$ cat src/rtl/bath_pkg.sv
// Shared types for the bath transit timer: FSM state encoding and request codes.
package bath_pkg;

  localparam int unsigned REQ_W = 2;

  typedef enum logic [1:0] {
    IDLE  = 2'd0,
    COUNT = 2'd1,
    HOLD  = 2'd2
  } state_t;

  // req bit1 = depart, bit0 = arrive
  localparam logic [REQ_W-1:0] REQ_NONE = 2'b00;
  localparam logic [REQ_W-1:0] REQ_ARR  = 2'b01;
  localparam logic [REQ_W-1:0] REQ_DEP  = 2'b10;
  localparam logic [REQ_W-1:0] REQ_BAD  = 2'b11;

endpackage

$ cat src/rtl/bath_tick_gen.sv
// Prescaler: registered tick once every DIV cycles after clear drops; clear holds it at zero.
module bath_tick_gen
  import bath_pkg::*;
#(
  parameter int DIV = 1
) (
  input  logic clk,
  input  logic reset,
  input  logic clear,
  output logic tick
);

  localparam int unsigned PW = (DIV > 1) ? $clog2(DIV) : 1;

  logic [PW-1:0] cnt;

  // tick is registered one cycle ahead so it is high while cnt sits at DIV-1
  always_ff @(posedge clk or negedge reset) begin
    if (!reset) begin
      cnt  <= '0;
      tick <= 1'b0;
    end else if (clear || (cnt == PW'(DIV - 1))) begin
      cnt  <= '0;
      tick <= 1'(DIV == 1);
    end else begin
      cnt  <= cnt + PW'(1);
      tick <= 1'((cnt + PW'(1)) == PW'(DIV - 1));
    end
  end

endmodule

$ cat src/rtl/bath_transit_timer.sv
// Qualifies arrive/depart requests that hold steady for DELAY prescaled ticks.
// Optional seven-segment view of count when BATH_TIMER_DISPLAY_EN is defined.
module bath_transit_timer
  import bath_pkg::*;
#(
  parameter int CNT_W  = 4,
  parameter int DELAY  = 5,
  parameter int DIV    = 1,
  parameter int STICKY = 0
) (
  input  logic             clk,
  input  logic             reset,
  input  logic [1:0]       req,
  output logic             departing,
  output logic             arriving,
  output logic [CNT_W-1:0] count,
  output logic             busy,
  output logic             done
`ifdef BATH_TIMER_DISPLAY_EN
  ,
  output logic [6:0]       seg
`endif
);

  if ((DELAY < 1) || (DELAY > ((1 << CNT_W) - 1))) begin : g_bad_delay
    $error("bath_transit_timer: DELAY outside 1..2^CNT_W-1");
  end
  if (DIV < 1) begin : g_bad_div
    $error("bath_transit_timer: DIV must be >= 1");
  end

  localparam bit KEEP = (STICKY != 0);

  state_t           state;
  logic [REQ_W-1:0] pend;
  logic             tick;
  logic             clear_c;

  // Prescaler runs only in COUNT, so it is zero on the entry edge
  assign clear_c = (state != COUNT);

  bath_tick_gen #(.DIV(DIV)) u_tick (
    .clk   (clk),
    .reset (reset),
    .clear (clear_c),
    .tick  (tick)
  );

  always_ff @(posedge clk or negedge reset) begin
    if (!reset) begin
      state     <= IDLE;
      pend      <= REQ_NONE;
      count     <= '0;
      departing <= 1'b0;
      arriving  <= 1'b0;
      busy      <= 1'b0;
      done      <= 1'b0;
    end else begin
      done <= 1'b0;
      unique case (state)
        IDLE: begin
          case (req)
            REQ_ARR, REQ_DEP: begin
              pend  <= req;
              count <= '0;
              busy  <= 1'b1;
              state <= COUNT;
            end
            REQ_NONE, REQ_BAD: ;
          endcase
        end
        COUNT: begin
          if (req != pend) begin
            state <= IDLE;
            count <= '0;
            busy  <= 1'b0;
          end else if (tick) begin
            count <= count + CNT_W'(1);
            if ((count + CNT_W'(1)) == CNT_W'(DELAY)) begin
              state     <= HOLD;
              busy      <= 1'b0;
              departing <= pend[1];
              arriving  <= pend[0];
              done      <= 1'b1;
            end
          end
        end
        HOLD: begin
          // count stays at DELAY; any change of request abandons the qualification
          if (req != pend) begin
            state <= IDLE;
            count <= '0;
            if (!KEEP) begin
              departing <= 1'b0;
              arriving  <= 1'b0;
            end
          end
        end
        default: state <= IDLE;
      endcase
    end
  end

`ifdef BATH_TIMER_DISPLAY_EN
  logic [3:0] nib_c;
  assign nib_c = 4'(count);

  // Active-low segments, bit order {g,f,e,d,c,b,a}
  always_comb begin
    seg = 7'h7F;
    unique case (nib_c)
      4'h0: seg = ~7'h3F;
      4'h1: seg = ~7'h06;
      4'h2: seg = ~7'h5B;
      4'h3: seg = ~7'h4F;
      4'h4: seg = ~7'h66;
      4'h5: seg = ~7'h6D;
      4'h6: seg = ~7'h7D;
      4'h7: seg = ~7'h07;
      4'h8: seg = ~7'h7F;
      4'h9: seg = ~7'h6F;
      4'hA: seg = ~7'h77;
      4'hB: seg = ~7'h7C;
      4'hC: seg = ~7'h39;
      4'hD: seg = ~7'h5E;
      4'hE: seg = ~7'h79;
      4'hF: seg = ~7'h71;
      default: seg = 7'h7F;
    endcase
  end
`endif

endmodule

$ cat config.mk
export PLATFORM = sky130hd
export DESIGN_NAME = bath_transit_timer
export DESIGN_NICKNAME = d
export VERILOG_FILES = /design/src/rtl/bath_pkg.sv /design/src/rtl/bath_tick_gen.sv /design/src/rtl/bath_transit_timer.sv
export SDC_FILE = /design/constraint.sdc
export NUM_CORES = 1
export LEC_CHECK = 0
export CORE_UTILIZATION = 54
export CTS_CLUSTER_DIAMETER = 40
export DETAILED_ROUTE_END_ITERATION = 8
export GPL_TIMING_DRIVEN = 0
export PLACE_DENSITY = 0.8
export SYNTH_ARGS = -nofsm -noshare
export SYNTH_HDL_FRONTEND = slang
export SYNTH_SLANG_ARGS = --single-unit
export TNS_END_PERCENT = 20
$ cat constraint.sdc
create_clock -name clk -period 2.5 [get_ports clk]
set_clock_uncertainty 0.05 [all_clocks]
set_input_delay 0.25 -clock clk [delete_from_list [all_inputs] [get_ports clk]]
set_output_delay 0.25 -clock clk [all_outputs]
set_load 0.05 [all_outputs]
Word level (Yosys, flattened, before mapping)
Index checks and enable logic that the tools add are counted.
{"block": "word_totals", "reg_bits": 14, "in_bits": 4, "output_inout_bits": 8, "wordCells": 69}
{"block": "op_classes", "addsub": 2, "eq_ne": 14, "muxes": 31, "n_bitwise": 2, "n_reduce_logical": 11}
{"operator": "$mux W1", "count": 17}
{"operator": "$mux W4", "count": 4}
{"operator": "$pmux W4 S3", "count": 1}
{"operator": "$reduce_and A4 Y1", "count": 3}
{"operator": "$mux W2", "count": 5}
{"operator": "$ne A2 B1 Y1 const B", "count": 3}
{"operator": "$ne A2 B2 Y1 const B", "count": 3}
{"operator": "$pmux W1 S2", "count": 3}
{"operator": "$pmux W2 S3", "count": 1}
{"operator": "$reduce_and A5 Y1", "count": 1}
{"operator": "$add A4 B1 Y4 const B", "count": 1}
{"operator": "$eq A2 B1 Y1 const B", "count": 2}
{"operator": "$eq A2 B2 Y1 const B", "count": 2}
{"operator": "$eq A4 B3 Y1 const B", "count": 1}
{"operator": "$reduce_bool A2 Y1", "count": 2}
{"operator": "$ne A3 B2 Y1 const B", "count": 1}
{"operator": "$ne A3 B3 Y1 const B", "count": 1}
{"operator": "$reduce_bool A3 Y1", "count": 1}
{"operator": "$logic_not A2 Y1", "count": 1}
{"operator": "$ne A2 B2 Y1", "count": 1}
{"operator": "$not A1 Y1", "count": 2}
{"operator": "$reduce_and A2 Y1", "count": 1}
{"operator": "$reduce_or A2 Y1", "count": 1}
{"operator": "$add A1 B1 Y1 const B", "count": 1}
{"operator": "$logic_or A1 B1 Y1", "count": 1}

Logic depth before layout (Yosys ltp)
{"block": "depth", "ltp_word": 6, "ltp_mapped": 5, "ltp_nobuf": 5}

Modules after synthesis
Synthesis repeated with hierarchy kept, for this count alone.
{"block": "unflattened", "hier_cells": 87, "hier_area_um2": 818.3}
{"module": "bath_transit_timer", "instances": 1, "cells_each": 85, "area_per_inst_um2": 789.5, "seq_area_each_um2": 300.3}
{"module": "bath_tick_gen", "instances": 1, "cells_each": 2, "area_per_inst_um2": 28.8, "seq_area_each_um2": 25.0}

Worst setup path before layout
Ideal clock, no wire load.
{"block": "synth_path", "path_kind": "register to register", "startpoint": "register count[1]", "endpoint": "register arriving", "setup_ns": 0.094, "arrival_time_ns": 1.717, "t_required_ns": 2.356, "slack_ns": 0.640, "stages_incl_launch_ff": 6, "n_path_buf": 0, "period_less_slack_ns": 1.860, "path_cell_list": "dfrtp_1 -> ha_1 -> nor2b_1 -> a32o_1 -> and3_4 -> a221oi_2"}
{"block": "synth_between", "elab_chain_len": 4}
{"element": "start, declared", "line_no": "bath_transit_timer.sv:16", "source": "output logic [CNT_W-1:0] count,"}
{"element": "start signal, assigned", "line_no": "bath_transit_timer.sv:78", "source": "count <= count + CNT_W'(1);"}
{"element": "$add A4 B1 Y4", "line_no": "bath_transit_timer.sv:79", "source": "if ((count + CNT_W'(1)) == CNT_W'(DELAY)) begin"}
{"element": "$eq A4 B3 Y1", "line_no": "bath_transit_timer.sv:79"}
{"element": "$ne A2 B2 Y1 (no line)"}
{"element": "$reduce_and A5 Y1 (no line)"}
{"element": "end signal, assigned", "line_no": "bath_transit_timer.sv:83", "source": "arriving <= pend[0];"}
{"element": "end, declared", "line_no": "bath_transit_timer.sv:15", "source": "output logic arriving,"}
No other way between the ends.
A chain may end at the register's enable or synchronous reset.

Worst setup path after layout
{"block": "layout_path", "startpoint": "register count[1]", "endpoint": "output port count[1]"}
No word-level cell between the ends.

==> results.json <==
{
  "synth-simple-area-share": 0.2279,
  "critPathRequiredTime_ns": 2.20,
  "relSlewSlack": 0.6044,
  "p_per_area_nw_per_um2": 769.4,
  "register_area_um2": 325.3,
  "place.gp.congestion": 0.7460,
  "synth_top_area_share": 0.4262,
  "hold_viol_final": 0,
  "drive_above_1_share": 0.1277,
  "final-max-slew-violation-count": 0,
  "worst_pin_slew_ns": 0.5915,
  "r2r.worst_path.cells": 5,
  "cts_setup_buffers": 0,
  "htree_levels": 1,
  "critPathTopFamily": "buffers and inverters",
  "synthCells": 79,
  "syn_area_um2": 763.2,
  "maxCapViolCount": 0,
  "grtUsageMet2": 0.3730,
  "ys_warn_count": 0,
  "grt_pass1_wl_um": 2380,
  "run_status": "completed",
  "clkSinkCount": 13,
  "postCtsHoldBufs": 0,
  "core_area_um2": 1301,
  "dieArea_um2": 1568,
  "crit_cells": 1,
  "wl_um": 1465,
  "synth_seq_area_share": 0.4262,
  "fmax_ghz": 0.5398,
  "busiest_layer": "met2",
  "dp.cells": 105,
  "io_buffers": 11,
  "worstPathMaxFanout": 6,
  "hpwl_um": 1109,
  "syn_to_final_growth_pct": 20.33,
  "ir_worst_vdd_v": 0.0005355,
  "antenna_cells": 0,
  "rsz0062_at_grt": "no",
  "setup.worst_path.class": "flip-flop to output pin",
  "synth_compound_area_frac": 0.2066,
  "synth.ff_latch_count": 13,
  "synth-xor-area-share": 0.05410,
  "clock_latency_ns": 0.28,
  "drt.antenna.violating_nets": 0,
  "crit_arrival_ns": 1.55,
  "synthAdderAreaFrac": 0.03279,
  "min_period_ns": 1.853,
  "met1_usage": 0.2883,
  "dr.pass1.iters": 3,
  "cpPeakStageDelay_ns": 0.83,
  "cts_tree": "done",
  "vias_per_cell": 5.725,
  "synth_top_family_by_area": "simple AND/OR/NAND/NOR gates",
  "r2r_slack_ns": 0.84,
  "p_total_uw": 706.6,
  "n_fill_cell": 105,
  "slowest_stage": "clkdlybuf4s50_1",
  "cts_max_path_buffers": 2,
  "p_leak_uw": 0.0003792,
  "io_pins": 12,
  "final_cell_mix": "13 x dfrtp_1, 11 x clkdlybuf4s50_1, 7 x inv_1, 6 x nand3_1",
  "post_cts_resized": 0,
  "syn_area_per_cell_um2": 9.661,
  "synth.area.top_cells": "dfrtp_1 43%, xor2_2 4.3%, nand3_1 3.9%",
  "instances_no_fill": 109,
  "start_util": 0.5865,
  "gr-total-overflow": 0,
  "crit_chain": "clkdlybuf4s50_1",
  "routedWlPerCell_um": 13.44,
  "worst_setup_path_start_kind": "flip-flop",
  "hold_class": "input port to async pin",
  "drt_first_iter_violations": 10,
  "synth_cell_type_count": 35,
  "die_x_um": 39.60,
  "drc": 0,
  "multiInputGateArea_um2": 411.6,
  "antenna_found_initial": 0,
  "final_common_cell": "dfrtp_1",
  "cts_buffers": 3,
  "synth_mux_area_frac": 0.01311,
  "r2r-end": "arriving$_DFFE_PN0P_",
  "synthesis.nets": 85,
  "grtUsageTotal": 0.2378,
  "die_h_um": 39.60,
  "synth_top_cell_by_area": "dfrtp_1",
  "crit_path_end_kind": "output pin",
  "num_vias": 624,
  "row_count": 13,
  "tns_ns": 0,
  "rr_startpoint": "count[0]$_DFFE_PN0P_",
  "finalSetupViolCount": 0,
  "cp.buffers_inverters": 1,
  "grt_use_met3": 0.05114,
  "cts-root-buf": "clkbuf_4",
  "clk_pin_slew_worst_paths_ns": 0.08,
  "nets": 101,
  "grt_pass1_vias": 546,
  "grt_max_degree": 14,
  "finalCritPeriodShare": 0.7410
}
worst max-delay path by stage:
| stage | start | endpoint | slack, ns |
|---|---|---|---|
| after floorplan | count[1]$_DFFE_PN0P_ | arriving$_DFFE_PN0P_ | 0.64 |
| final | count[1]$_DFFE_PN0P_ | count[1] | 0.65 |
| after global routing | count[0]$_DFFE_PN0P_ | count[0] | 0.57 |
| after CTS | count[1]$_DFFE_PN0P_ | count[1] | 0.64 |
| after detailed placement | req[0] | count[0]$_DFFE_PN0P_ | 0.49 |
| after global placement | req[0] | count[1]$_DFFE_PN0P_ | 0.55 |
worst register-to-register path: stages (launching register included):
cell and delay [ns]:
dfrtp_1 0.44, ha_1 0.25, nor2b_1 0.15, a32o_1 0.29
nand3_1 0.16, a221oi_2 0.23
layout make-up:
cell class | count | area share
clock buffer | 4 | 0.02861
inverter | 7 | 0.02861
multi-input combinational | 59 | 0.4482
sequential | 13 | 0.3542
tap | 15 | 0.02044
timing repair buffer | 11 | 0.1199
metrics by stage:
step / area, um2 / hold slack, ns / worst slack, ns / util
finish: 918.4 / 0.2888 / 0.6475 / 0.7058
global route: 918.4 / 0.3329 / 0.5749 / 0.7058
CTS: 918.4 / 0.3072 / 0.6400 / 0.7058
detailed placement: 892.1 / 0.4999 / 0.4856 / 0.6856
global placement: 892.1 / 0.4923 / 0.5467 / 0.6856
floorplan: 763.2 / -0.09559 / 0.6396 / -
state kept, by name, summed over array words and instances, names as in the netlist:
name	cells
done	1
pend	2
busy	1
arriving	1
state	2
u_tick.tick	1
departing	1
count	4
routing by layer:
metal	share of wire	up-vias
met2	0.48	13
met1	0.46	291
met5	0	-
li1	-	315
met4	0.029	0
met3	0.029	5
synthesized netlist by cell type (all sizes together):
library cell	count
dfrtp	13
inv	7
nand3	6
a21oi	5
nor2	5
o21ai	5
nand2	4
nor2b	3
nor3	3
xor2	3
a221oi	2
and2	2
ha	2
nand2b	2
a21bo	1
a21o	1
a311o	1
a31oi	1
a32o	1
and3	1
conb	1
mux2i	1
nand3b	1
nand4	1
nand4b	1
o211ai	1
o21bai	1
o22ai	1
o31ai	1
or2	1
or3	1
power breakdown:
part	leakage [uW]	switching, uW	internal [uW]	total (uW)
Clock	0.0000150	70.0	62.0	132
Sequential	0.000171	48.5	243	292
Combinational	0.000193	181	101	283
Total	0.000379	300	407	707
logic make-up (layout without fill, tap and decap cells):
family / count (synthesis) / count (layout)
and+or+nand+nor: 31 / 31
AOI/OAI and AO/OA: 21 / 21
DFF: 13 / 13
buffers and inverters: 7 / 22
xor gates and xnor gates: 3 / 3
adders and majority gates: 2 / 2
other: 1 / 1
muxes: 1 / 1
(Power assumes the default switching activity.)
